## config.mk

```make
export PLATFORM = sky130hd
export DESIGN_NAME = fetch_stage
export DESIGN_NICKNAME = d
export VERILOG_FILES = /design/src/rtl/fetch_stage.sv
export SDC_FILE = /design/constraint.sdc
export NUM_CORES = 1
export LEC_CHECK = 0
export CORE_UTILIZATION = 46
export DETAILED_ROUTE_END_ITERATION = 8
export GPL_TIMING_DRIVEN = 0
export HOLD_SLACK_MARGIN = 0.12
export PLACE_DENSITY = 0.85
export REMOVE_ABC_BUFFERS = 1
export SLEW_MARGIN = 5
export SYNTH_ARGS = -nofsm -noshare
export SYNTH_HDL_FRONTEND = slang
export SYNTH_SLANG_ARGS = --single-unit
export TNS_END_PERCENT = 50
```

## constraint.sdc

```tcl
create_clock -name clk_i -period 2.7 [get_ports clk_i]
set_input_delay 0.27 -clock clk_i [delete_from_list [all_inputs] [get_ports clk_i]]
set_output_delay 0.27 -clock clk_i [all_outputs]
set_load 0.01 [all_outputs]
```

## src/rtl/fetch_stage.sv

```systemverilog
// Instruction-fetch stage: owns the PC, addresses the combinational
// instruction memory and captures the returned word into IF/ID.
// Optional feature macro: FETCH_HALT_EN (halt on HALT_INST capture).
module fetch_stage #(
  parameter int unsigned       ADDR_W    = 12,
  parameter int unsigned       INST_W    = 19,
  parameter logic [ADDR_W-1:0] RESET_PC  = '0,
  parameter logic [INST_W-1:0] NOP_INST  = '0,
  parameter logic [INST_W-1:0] HALT_INST = '1
) (
  input  logic              clk_i,
  input  logic              rst_i,
  input  logic              stall_i,
  input  logic              flush_i,
  input  logic              redirect_i,
  input  logic [ADDR_W-1:0] redirect_pc_i,
  output logic [ADDR_W-1:0] imem_addr_o,
  input  logic [INST_W-1:0] imem_data_i,
  output logic [INST_W-1:0] ifid_inst_o,
  output logic [ADDR_W-1:0] ifid_pc_next_o,
  output logic              ifid_valid_o,
  output logic              halted_o
);

  logic [ADDR_W-1:0] pc_q, pc_d;
  logic [INST_W-1:0] ifid_inst_q, ifid_inst_d;
  logic [ADDR_W-1:0] ifid_pc_next_q, ifid_pc_next_d;
  logic              ifid_valid_q, ifid_valid_d;
  logic [ADDR_W-1:0] pc_inc;
  logic              halted_q;

  // PC+1 wraps naturally at 2^ADDR_W
  assign pc_inc = pc_q + ADDR_W'(1);

`ifdef FETCH_HALT_EN
  logic halted_d;

  // Halt sets when a real capture loads HALT_INST; rst or redirect clears it
  always_comb begin
    halted_d = halted_q;
    if (rst_i || redirect_i) begin
      halted_d = 1'b0;
    end else if (!flush_i && !stall_i && !halted_q && (imem_data_i == HALT_INST)) begin
      halted_d = 1'b1;
    end
  end

  // Halt state register
  always_ff @(posedge clk_i) begin
    halted_q <= halted_d;
  end
`else
  // Without the halt feature HALT_INST is an ordinary instruction
  assign halted_q = 1'b0;
`endif

  // PC next-state: rst > redirect (even under stall) > stall/halted hold > increment
  always_comb begin
    pc_d = pc_inc;
    if (rst_i) begin
      pc_d = RESET_PC;
    end else if (redirect_i) begin
      pc_d = redirect_pc_i;
    end else if (stall_i || halted_q) begin
      pc_d = pc_q;
    end
  end

  // IF/ID next-state: rst/flush bubble > stall hold > halted bubble > capture.
  // A redirect without flush still captures the old-PC word (delay slot).
  always_comb begin
    ifid_inst_d    = imem_data_i;
    ifid_pc_next_d = pc_inc;
    ifid_valid_d   = 1'b1;
    if (rst_i || flush_i || (!stall_i && halted_q)) begin
      ifid_inst_d    = NOP_INST;
      ifid_pc_next_d = '0;
      ifid_valid_d   = 1'b0;
    end else if (stall_i) begin
      ifid_inst_d    = ifid_inst_q;
      ifid_pc_next_d = ifid_pc_next_q;
      ifid_valid_d   = ifid_valid_q;
    end
  end

  // PC and IF/ID registers; reset is folded into the next-state logic
  always_ff @(posedge clk_i) begin
    pc_q           <= pc_d;
    ifid_inst_q    <= ifid_inst_d;
    ifid_pc_next_q <= ifid_pc_next_d;
    ifid_valid_q   <= ifid_valid_d;
  end

  assign imem_addr_o    = pc_q;
  assign ifid_inst_o    = ifid_inst_q;
  assign ifid_pc_next_o = ifid_pc_next_q;
  assign ifid_valid_o   = ifid_valid_q;
  assign halted_o       = halted_q;

endmodule

```

After elaboration in Yosys (flattened, before gate mapping). Cells that the tools add are included.

Add/subtract/negate cells: 1. Equal/unequal tests: 1. Mux-type cells: 2. Reductions and logical operators: 1.

Operator list (number): $mux W12 (2); $add A12 B1 Y12 const B (1); $ne A2 B1 Y1 const B (1); $logic_or A1 B1 Y1 (1).

Register bits: 44. Input port bits: 36. Output and inout bits: 45. Word-level logic and storage cells: 9.

Depth between registers and ports, before layout. Gate-level depths: netlist of run 1.

Depth after elaboration: 3. Gate-level depth with buffers: 5. Depth with buffers taken out: 4.

Worst setup path before layout of run 1. Ideal clock, no wire load.

Path type: register to register. From: register pc_q[0] (netlist: imem_addr_o[0]). To: register ifid_pc_next_q[8] (netlist: ifid_pc_next_o[8]). Setup time: 74 ps. Arrival: 1626 ps. Required time: 2626 ps. Path slack: 1000 ps. Stages on the path, launching flop included: 6. Buffers on the path: 1. Period minus slack after synthesis: 1700 ps. Path through: dfxtp_1 ha_1 nand3_2 buf_2 or4b_1 a31oi_1.

Cells in the longest elaborated chain, start to end: 1.

RTL lines: start: declaration (line 25) `logic [ADDR_W-1:0] pc_q, pc_d;`; start signal: assignment (line 88) `pc_q <= pc_d;`; $add A12 B1 Y12 (line 33) `assign pc_inc = pc_q + ADDR_W'(1);`; end signal: assignment (line 90) `ifid_pc_next_q <= ifid_pc_next_d;`; end: declaration (line 27) `logic [ADDR_W-1:0] ifid_pc_next_q, ifid_pc_next_d;`.

Every way passes these cells. A chain may end at the register's enable or synchronous reset.

Worst setup path in the final report of run 1.
From: register pc_q[4] (netlist: imem_addr_o[4]). To: register pc_q[9] (netlist: imem_addr_o[9]).

Cells in the longest elaborated chain, start to end: 3.

RTL lines: $add A12 B1 Y12 (line 33); $mux W12 (line 64) `end else if (stall_i || halted_q) begin`; $mux W12 (line 62) `end else if (redirect_i) begin`.

Every way passes these cells. The select of a mux whose other input is x is not followed.

==> summary.txt, run 1 <==
Run status
  • Status: finished clean

Hold path
  • WHS Path Cells: 2
  • Hold Crit Class: flop to flop

Drt
  • Via count: 1819
  • WL final: 4830 um
  • 1st-pass router iterations: 4
  • Vias/cell: 5.48
  • Post-route ant nets: 0
  • Initial drt markers: 83
  • DR DRC count: 0
  • Detailed-route wire length per cell: 14.5 um

Synth
  • Ys async rst share: 0%
  • Sequential area share after synthesis: 45.4%
  • Synth unique cells: 37
  • Cell area after synthesis: 1940 um2
  • Seq cells post-synth: 44
  • Cells after Synth: 212
  • Main synth FF type: dfxtp_1
  • Syn avg cell area: 9.15 um2
  • Post-synth EDFFs: 0
  • YS warnings: 0

GRT
  • First-pass GRT wire length: 7600 um
  • Overflow after GRT: 0
  • Vias in the first global route: 1643
  • GRT Total Usage: 22.5%
  • Antenna violations before repair: 0
  • Largest net degree at the start of global routing: 36

Layout
  • Storage cell area: 881 um2
  • Area of the multi-input gates: 965 um2
  • Diodes inserted: 0
  • FILL cells: 323
  • Final Core Density: 70.2%
  • Area delta synth->final: 45.6%
  • Fraction of layout cells with a size suffix above 1: 4.96%
  • Design area: 2830 um2
  • NumNets Final: 318

STA
  • Tightest Pin Transition: 0.826 ns
  • Normalized max-slew margin: 44.9%
  • Final critical-path share of the clock period: 71.0%
  • RSZ-0062 raised after global routing: no
  • Max-slew violations: 0
  • Setup-failing EPs final: 0
  • Hold WS: 0.449 ns
  • Min cycle time layout: 1.92 ns
  • Setup TNS Final: 0 ns
  • Clock skew: 0.00560 ns
  • Worst Setup Slack, final: 0.782 ns
  • Final hold vios: 0
  • Fmax: 521 MHz

Placement
  • Gpl congestion: 0.739
  • Port bufs: 79
  • Placement Setup Slack: 0.728 ns
  • Post-DP HPWL: 3390 um
  • Dpl cell area: 2710 um2

Floorplan
  • Row Count: 23
  • Die ar.: 4480 um2
  • IO Count: 81
  • Core area: 4030 um2
  • Chip width: 67.0 um
  • Vert. Die Dim: 67.0 um
  • Initial Utilization: 48.2%

Run
  • Max Cap Violations: 0

Clocking
  • Postcts setup bufs: 0
  • Worst skew pair latency: 0.30 ns
  • Inserted Clock Buffers: 5
  • CTS root buffer: clkbuf_8
  • H-tree Lvls: 2
  • Reg clk slew, reported paths: 0.09 ns
  • Hold Buf Count CTS: 0
  • Clock Path Buffers: 2
  • CTS sink cnt: 44
  • Post-CTS resize count: 0
  • CTS tree: yes

Worst setup path
  • Critical path endpoint category: flop
  • Crit start category: flop
  • Worst r2r path cells: 3
  • Worst path arrival time: 2.13 ns
  • Crit path max fanout: 12
  • Critical path type: flop to flop
  • Worst EP required: 2.92 ns

Power and ir drop
  • PD cells: 520 nW/um2
  • VDD IR max: 0.000329 V
  • Leakage power: 1.05 nW
routing by layer:
metal	share of wire, %	track usage, %	up-vias
met5	0	0	-
met4	1.5	9.57	0
met3	4.8	6.16	9
met2	49	34.7	57
met1	44	29.1	847
li1	-	-	906
cell usage after synthesis (2+ instances only):
library cell / number / area (um2)
o31ai_1: 6 / 45.0
or3_1: 6 / 37.5
mux2i_1: 21 / 210
o21ai_0: 14 / 70.1
buf_2: 7 / 35.0
inv_2: 2 / 7.51
dfxtp_1: 44 / 881
xor2_1: 4 / 35.0
nand3_1: 3 / 15.0
a31oi_1: 8 / 50.1
buf_4: 3 / 22.5
a21oi_1: 4 / 20.0
a211oi_1: 4 / 30.0
nand2_1: 8 / 30.0
clkbuf_1: 7 / 26.3
or4b_1: 2 / 20.0
nor2_1: 37 / 139
a311oi_1: 6 / 52.6
or4_1: 6 / 45.0
nand4_1: 3 / 18.8
critical path, stage by stage, from the launching register on:
cell and delay (ns):
dfxtp_1 0.53, nand4_1 0.45, or4_1 0.60, a311oi_1 0.24
path summary, 6_finish.rpt:
| check | slack (ns) | from | endpoint |
|---|---|---|---|
| max | 0.78 | imem_addr_o[4] | imem_addr_o[9] |
| min reg2reg | 0.45 | ifid_valid_o | ifid_valid_o |
| max reg2reg | 0.78 | imem_addr_o[4] | imem_addr_o[9] |
| min | 0.45 | ifid_valid_o | ifid_valid_o |
through the flow:
step           cells  power (mW)
4_1_cts          332        1.48
2_1_floorplan    195       0.806
3_3_place_gp     324       0.945
3_5_place_dp     324       0.948
6_report         332        1.47
5_1_grt          332        1.52
cell families after synthesis:
family                   share of synthesized area [%]
XOR/XNOR                                          2.26
adder cells (fa/ha/maj)                          0.645
AO/OA/AOI/OAI                                     15.6
other                                            0.193
multiplexers                                      11.4
buffers and inverters                             4.90
flip-flops                                        45.4
AND/OR/NAND/NOR                                   19.6
registers in the layout, summed over array words and instances (netlist names):
register        count
ifid_valid_o        1
ifid_pc_next_o     12
imem_addr_o        12
ifid_inst_o        19
cells in the final DEF, fill, tap and decap left out, types with 8 or more instances in the layout:
| cell type | synthesis | routed |
|---|---|---|
| clkdlybuf4s50_1 | 0 | 78 |
| dfxtp_1 | 44 | 44 |
| nor2_1 | 37 | 37 |
| mux2i_1 | 21 | 21 |
| o21ai_0 | 14 | 14 |
| nand2_1 | 8 | 8 |
| a31oi_1 | 8 | 8 |
power breakdown:
group	total, mW	internal (mW)	switching [mW]
sequential	0.712	0.678	0.0342
clock	0.536	0.303	0.233
combinational	0.221	0.130	0.0906
final cells by class:
cell class	count	area share, %
inverters	3	0.398
repair buffers	79	27.8
well taps	50	2.21
clock inverters	2	1.37
clock buffers	6	2.92
flip-flops and latches	44	31.2
multi-input cells	148	34.1
Note: power is estimated with default switching activity, not from simulation.
==> run 2, diff against run 1 <==
--- a/config.mk
+++ b/config.mk
@@ -5,11 +5,11 @@
 export SDC_FILE = /design/constraint.sdc
 export NUM_CORES = 1
 export LEC_CHECK = 0
-export CORE_UTILIZATION = 46
+export CORE_UTILIZATION = 38
 export DETAILED_ROUTE_END_ITERATION = 8
 export GPL_TIMING_DRIVEN = 0
 export HOLD_SLACK_MARGIN = 0.12
-export PLACE_DENSITY = 0.85
+export PLACE_DENSITY = 0.75
 export REMOVE_ABC_BUFFERS = 1
 export SLEW_MARGIN = 5
 export SYNTH_ARGS = -nofsm -noshare
==> constraint.sdc (replaced) <==
create_clock -name clk_i -period 1.7 [get_ports clk_i]
set_input_delay 0.17 -clock clk_i [delete_from_list [all_inputs] [get_ports clk_i]]
set_output_delay 0.17 -clock clk_i [all_outputs]
set_load 0.01 [all_outputs]
==> run 2 against run 1 <==
Sequential power is 60% higher; utilization is 10 points lower; maximum frequency increased by 16%; final cell count rose by 5.4%; setup slack lost 0.73 ns; register-to-register slack got worse by 0.73 ns; sequential cell count stayed put; clock power rose by 47%; largest power group unchanged; non-clock buffer count up 1; critical path type unchanged; total power increased by 55%.
==> summary.txt, run 2 (synthesis results as in run 1) <==
Run status
  • Status: finished clean (unchanged)

Drt
  • Vias/cell: 5.13 (was 5.48)
  • Initial drt markers: 129 (was 83)
  • DR DRC count: 0 (unchanged)
  • Post-route ant nets: 0 (unchanged)
  • Via count: 1796 (was 1819)
  • 1st-pass router iterations: 4 (unchanged)
  • Detailed-route wire length per cell: 14.3 um (was 14.5 um)
  • WL final: 5010 um (was 4830 um)

STA
  • Final hold vios: 0 (unchanged)
  • Min cycle time layout: 1.65 ns (was 1.92 ns)
  • Clock skew: 0.00235 ns (was 0.00560 ns)
  • Max-slew violations: 0 (unchanged)
  • Final critical-path share of the clock period: 97.2% (was 71.0%)
  • Hold WS: 0.442 ns (was 0.449 ns)
  • Tightest Pin Transition: 0.857 ns (was 0.826 ns)
  • Setup-failing EPs final: 0 (unchanged)
  • Normalized max-slew margin: 42.9% (was 44.9%)
  • RSZ-0062 raised after global routing: no (unchanged)
  • Fmax: 605 MHz (was 521 MHz)

Layout
  • Most common cell after layout, fill and taps aside: clkdlybuf4s50_1 (unchanged)
  • Fraction of layout cells with a size suffix above 1: 8.13% (was 4.96%)
  • Area delta synth->final: 48.6% (was 45.6%)
  • FILL cells: 444 (was 323)
  • Most frequent cells in the layout: clkdlybuf4s50_1, dfxtp_1, nor2_1 (unchanged)
  • NumNets Final: 319 (was 318)
  • Diodes inserted: 0 (unchanged)
  • Largest register FFs: 19 (unchanged)

Clocking
  • CTS sink cnt: 44 (unchanged)
  • Reg clk slew, reported paths: 0.08 ns (was 0.09 ns)
  • Worst skew pair latency: 0.29 ns (was 0.30 ns)
  • CTS tree: yes (unchanged)
  • CTS root buffer: clkbuf_8 (unchanged)
  • H-tree Lvls: 2 (unchanged)
  • Inserted Clock Buffers: 5 (unchanged)
  • Clock Path Buffers: 2 (unchanged)

Worst setup path
  • Crit path max fanout: 13 (was 12)
  • Reg-to-reg startpoint: imem_addr_o[0] (was imem_addr_o[4])
  • Worst EP required: 1.89 ns (was 2.92 ns)
  • Crit path from: imem_addr_o[0] (was imem_addr_o[4])
  • Worst path arrival time: 1.84 ns (was 2.13 ns)
  • CP bufs+invs: 0 (unchanged)
  • Largest delay share family, worst path: simple AND/OR/NAND/NOR gates (unchanged)
  • FF-to-FF End: imem_addr_o[6] (was imem_addr_o[9])
  • Critical path type: flop to flop (unchanged)
  • Worst r2r path cells: 4 (was 3)
  • Slowest cell on the critical path: or4_1 (unchanged)
  • CP max stage delay: 0.55 ns (was 0.60 ns)
  • FF-to-FF setup slack: 0.05 ns (was 0.78 ns)
  • Critical path endpoint category: flop (unchanged)
  • Crit path cell chain: ha_4 -> nand3_4 -> or4_1 -> a311oi_2 (was nand4_1 -> or4_1 -> a311oi_1)
  • Crit start category: flop (unchanged)

Placement
  • Post-DP HPWL: 3410 um (was 3390 um)
  • Port bufs: 79 (unchanged)
  • Gpl congestion: 0.794 (was 0.739)

GRT
  • Overflow after GRT: 0 (unchanged)
  • First-pass GRT wire length: 7820 um (was 7600 um)
  • Antenna violations before repair: 0 (unchanged)
  • Vias in the first global route: 1642 (was 1643)
  • Largest net degree at the start of global routing: 36 (unchanged)
  • GRT Total Usage: 18.8% (was 22.5%)

Power and ir drop
  • Logic gate share of total power: 15.6% (was 15.0%)
  • Flop pwr share: 49.8% (was 48.5%)
  • VDD IR max: 0.000586 V (was 0.000329 V)
  • Clock share of power: 34.6% (was 36.5%)
  • Leakage power: 1.05 nW (about the same)
  • Net Sw Frac: 24.5% (was 24.4%)
  • Internal power: 1.72 mW (was 1.11 mW)
  • PD cells: 791 nW/um2 (was 520 nW/um2)
  • P_sw: 0.560 mW (was 0.358 mW)
  • Total power: 2.28 mW (was 1.47 mW)

Floorplan
  • Initial Utilization: 40.3% (was 48.2%)
  • IO Count: 81 (unchanged)
  • Vert. Die Dim: 73.5 um (was 67.0 um)
  • Die ar.: 5400 um2 (was 4480 um2)
  • Core area: 4820 um2 (was 4030 um2)
  • Row Count: 25 (was 23)
  • Chip width: 73.5 um (was 67.0 um)

Run
  • Max Cap Violations: 0 (unchanged)

Hold path
  • Hold Crit Class: input pin to flop (was flop to flop)
  • Hold Crit Start: redirect_pc_i[0] (was ifid_valid_o)
  • WHS Path Cells: 3 (was 2)
  • Min-Delay Endpoint: imem_addr_o[0] (was ifid_valid_o)
## run 2: per-layer routing
layer	up-vias	share of wire (%)	GRT usage, %
li1	900	-	-
met5	-	0	0
met4	0	2.0	7.48
met1	842	44	24.3
met2	45	50	31.0
met3	9	3.6	3.29
## run 2: worst max-delay path by stage
stage                       to  cells after the start
2_1_floorplan  imem_addr_o[10]                      4
3_3_place_gp   imem_addr_o[11]                      4
3_5_place_dp   imem_addr_o[10]                      4
4_1_cts         imem_addr_o[9]                      4
5_1_grt         imem_addr_o[6]                      4
6_report        imem_addr_o[6]                      4
## run 2: cell type report
| type | count | area [um2] | area share, % |
|---|---|---|---|
| Multi-Input combinational cell | 148 | 991 | 34.4 |
| Sequential cell | 44 | 893 | 31.0 |
| Timing Repair Buffer | 80 | 793 | 27.5 |
| Tap cell | 67 | 83.8 | 2.91 |
| Clock buffer | 5 | 68.8 | 2.39 |
| Clock inverter | 3 | 42.5 | 1.48 |
| Inverter | 3 | 11.3 | 0.390 |
## run 2: what timing repair did
action	in CTS	in global routing
gates resized for setup	8	4
endpoints found under the setup margin	9	3
setup buffers	1	0
pin swaps	1	0
hold buffers	0	0
## run 2: tightest hold or removal path: stages
cell             delay, ns
clkdlybuf4s50_1       0.39
nand2_1               0.07
a21oi_1               0.06
## run 2: per-stage QoR
stage          setup TNS, ns  util [%]  setup slack [ns]  cells  area (um2)
6_report                   0      59.9            0.0482    350        2880
5_1_grt                    0      59.9           0.00766    350        2880
4_1_cts                    0      59.7            0.0140    350        2880
3_5_place_dp           -2.07      56.6            -0.171    341        2730
3_3_place_gp          -34.27      56.7             -1.23    341        2730
2_1_floorplan        -0.0544         -           -0.0312    195        1860
## run 2: power by group through the flow
stage | Combinational [mW] | Sequential, mW | Clock, mW
CTS | 0.359 | 1.13 | 0.803
floorplan | 0.114 | 1.17 | 0
finish | 0.356 | 1.14 | 0.790
global route | 0.385 | 1.14 | 0.857
global placement | 0.351 | 1.15 | 0
detailed placement | 0.352 | 1.16 | 0
==> run 3, diff against run 2 <==
==> constraint.sdc (replaced) <==
create_clock -name clk_i -period 1.45 [get_ports clk_i]
set_input_delay 0.145 -clock clk_i [delete_from_list [all_inputs] [get_ports clk_i]]
set_output_delay 0.145 -clock clk_i [all_outputs]
set_load 0.01 [all_outputs]
==> run 3 against run 2 <==
The run now ends with negative setup slack left; sequential share of layout area down 1.7 points; highest routed layer unchanged; cell area is 8.3% higher; die area unchanged; setup slack worse by 0.18 ns; hold slack lost 0.055 ns; utilization grew 5.0 points.
==> summary.txt, run 3 (synthesis results as in run 1) <==
Clocking
  • Clock Path Buffers: 2 (unchanged)
  • Worst skew pair latency: 0.29 ns (about the same)
  • Inserted Clock Buffers: 5 (unchanged)
  • Reg clk slew, reported paths: 0.08 ns (about the same)
  • CTS root buffer: clkbuf_8 (unchanged)
  • CTS tree: yes (unchanged)
  • Hold Buf Count CTS: 0 (unchanged)
  • CTS sink cnt: 44 (unchanged)
  • H-tree Lvls: 2 (unchanged)

Placement
  • Port bufs: 79 (unchanged)
  • Post-DP HPWL: 3410 um (unchanged)
  • Placement Setup Slack: -0.421 ns (was -0.171 ns)
  • Gpl congestion: 0.794 (unchanged)
  • Dpl cell area: 2730 um2 (unchanged)

Power and ir drop
  • Leakage power: 1.18 nW (was 1.05 nW)
  • VDD IR max: 0.000685 V (was 0.000586 V)
  • PD cells: 870 nW/um2 (was 791 nW/um2)

Worst setup path
  • Crit path cell chain: ha_4 -> nand3_4 -> or4_4 -> a311oi_2 (was ha_4 -> nand3_4 -> or4_1 -> a311oi_2)
  • FF-to-FF End: imem_addr_o[6] (unchanged)
  • Worst r2r path cells: 4 (unchanged)
  • Reg-to-reg startpoint: imem_addr_o[0] (unchanged)
  • CP max stage delay: 0.52 ns (was 0.55 ns)
  • Worst path arrival time: 1.77 ns (was 1.84 ns)
  • Crit start category: flop (unchanged)
  • Slowest cell on the critical path: or4_4 (was or4_1)
  • Critical path endpoint category: flop (unchanged)
  • Worst EP required: 1.64 ns (was 1.89 ns)
  • Crit path max fanout: 7 (was 13)
  • Critical path type: flop to flop (unchanged)
  • FF-to-FF setup slack: -0.14 ns (was 0.05 ns)

Hold path
  • WHS Path Cells: 2 (was 3)
  • Hold Crit Class: input pin to flop (unchanged)
  • Hold Crit Start: rst_i (was redirect_pc_i[0])
  • Min-Delay Endpoint: imem_addr_o[0] (unchanged)

Run status
  • Failing checks: negative setup slack
  • Status: complete, but fails checks (was finished clean)

Layout
  • Diodes inserted: 0 (unchanged)
  • Area delta synth->final: 61.0% (was 48.6%)
  • Fraction of layout cells with a size suffix above 1: 17.4% (was 8.13%)
  • Largest register FFs: 19 (unchanged)
  • Design area: 3120 um2 (was 2880 um2)
  • Most common cell after layout, fill and taps aside: clkdlybuf4s50_1 (unchanged)
  • NumNets Final: 341 (was 319)
  • Most frequent cells in the layout: clkdlybuf4s50_1, nor2_1, dfxtp_1 (was clkdlybuf4s50_1, dfxtp_1, nor2_1)

Floorplan
  • Die ar.: 5400 um2 (unchanged)
  • IO Count: 81 (unchanged)
  • Initial Utilization: 40.3% (unchanged)
  • Chip width: 73.5 um (unchanged)
  • Core area: 4820 um2 (unchanged)
  • Vert. Die Dim: 73.5 um (unchanged)
  • Row Count: 25 (unchanged)

Drt
  • Detailed-route wire length per cell: 14.6 um (was 14.3 um)
  • DR DRC count: 0 (unchanged)
  • Via count: 1919 (was 1796)
  • WL final: 5440 um (was 5010 um)
  • 1st-pass router iterations: 4 (unchanged)
  • Initial drt markers: 136 (was 129)
  • Vias/cell: 5.16 (was 5.13)
  • Post-route ant nets: 0 (unchanged)

STA
  • Final critical-path share of the clock period: 109% (was 97.2%)
  • Min cycle time layout: 1.59 ns (was 1.65 ns)
  • Setup TNS Final: -0.523 ns (was 0 ns)
  • Final hold vios: 0 (unchanged)
  • Normalized max-slew margin: 59.5% (was 42.9%)
  • Fmax: 631 MHz (was 605 MHz)
  • Tightest Pin Transition: 0.606 ns (was 0.857 ns)
  • Clock skew: 0.00340 ns (was 0.00235 ns)
  • Setup-failing EPs final: 8 (was 0)
  • RSZ-0062 raised after global routing: yes (was no)
  • Worst Setup Slack, final: -0.136 ns (was 0.0482 ns)
  • Max-slew violations: 0 (unchanged)

GRT
  • GRT Total Usage: 20.3% (was 18.8%)
  • Antenna violations before repair: 0 (unchanged)
  • Overflow after GRT: 0 (unchanged)
  • Largest net degree at the start of global routing: 36 (unchanged)
  • Vias in the first global route: 1793 (was 1642)
  • First-pass GRT wire length: 8450 um (was 7820 um)

Run
  • Max Cap Violations: 0 (unchanged)
-- run 3: changes by cell type in the layout (fill, tap and decap cells not counted), moves of 2 or more --
cell | before | now
buf_4 | 1 | 18
dfxtp_4 | 2 | 8
dfxtp_1 | 38 | 33
buf_6 | 0 | 3
clkdlybuf4s50_1 | 78 | 75
buf_12 | 0 | 2
dlygate4sd2_1 | 0 | 2
or4_1 | 6 | 4
or4_4 | 0 | 2
-- run 3: metal layers --
metal	up-vias	track usage, %	part of all wire [%]
met3	7	3.57	3.4
li1	950	-	-
met2	52	35.1	52
met1	910	25.0	44
met5	-	0	0
met4	0	8.12	1.4
-- run 3: worst max-delay path by stage --
stage	start	to	slack, ns	cells after the start
2_1_floorplan	imem_addr_o[0]	imem_addr_o[10]	-0.28	4
3_3_place_gp	stall_i	imem_addr_o[11]	-1.46	4
3_5_place_dp	imem_addr_o[0]	imem_addr_o[10]	-0.42	4
4_1_cts	imem_addr_o[1]	imem_addr_o[6]	-0.10	4
5_1_grt	imem_addr_o[0]	imem_addr_o[6]	-0.16	4
6_report	imem_addr_o[0]	imem_addr_o[6]	-0.14	4
-- run 3: repair_timing --
action,4_1_cts,5_1_grt
resized for setup,26,8
hold endpoints to repair,0,0
setup buffers,19,4
pin swaps,16,7
setup endpoints to repair,29,42
-- run 3: power by group --
group | total (mW) | internal, mW | switching, mW
clock | 0.927 | 0.510 | 0.417
combinational | 0.470 | 0.276 | 0.193
sequential | 1.32 | 1.26 | 0.0606
-- run 3: area by class of cell --
class | count | area [um2]
multi-input combinational | 148 | 1010
clock inverter | 3 | 42.5
tap | 67 | 83.8
timing repair buffer | 102 | 997
sequential | 44 | 915
clock buffer | 5 | 68.8
inverter | 3 | 11.3
fill | 409 | 1690
-- run 3: worst max-delay path: cells and delay by family, from the launching register on --
kind / cells / cell delay (ns)
simple gates: 2 / 0.65
flops: 1 / 0.39
compound gates: 1 / 0.29
fa+ha+maj: 1 / 0.16
-- run 3: through the flow --
| step | power (mW) | hold slack, ns | utilization, % | instances |
|---|---|---|---|---|
| floorplan | 1.50 | 0.214 | - | 195 |
| detailed placement | 1.77 | 0.441 | 56.6 | 341 |
| global placement | 1.76 | 0.435 | 56.7 | 341 |
| CTS | 2.72 | 0.403 | 63.8 | 368 |
| finish | 2.72 | 0.387 | 64.9 | 372 |
| global route | 2.83 | 0.426 | 64.9 | 372 |
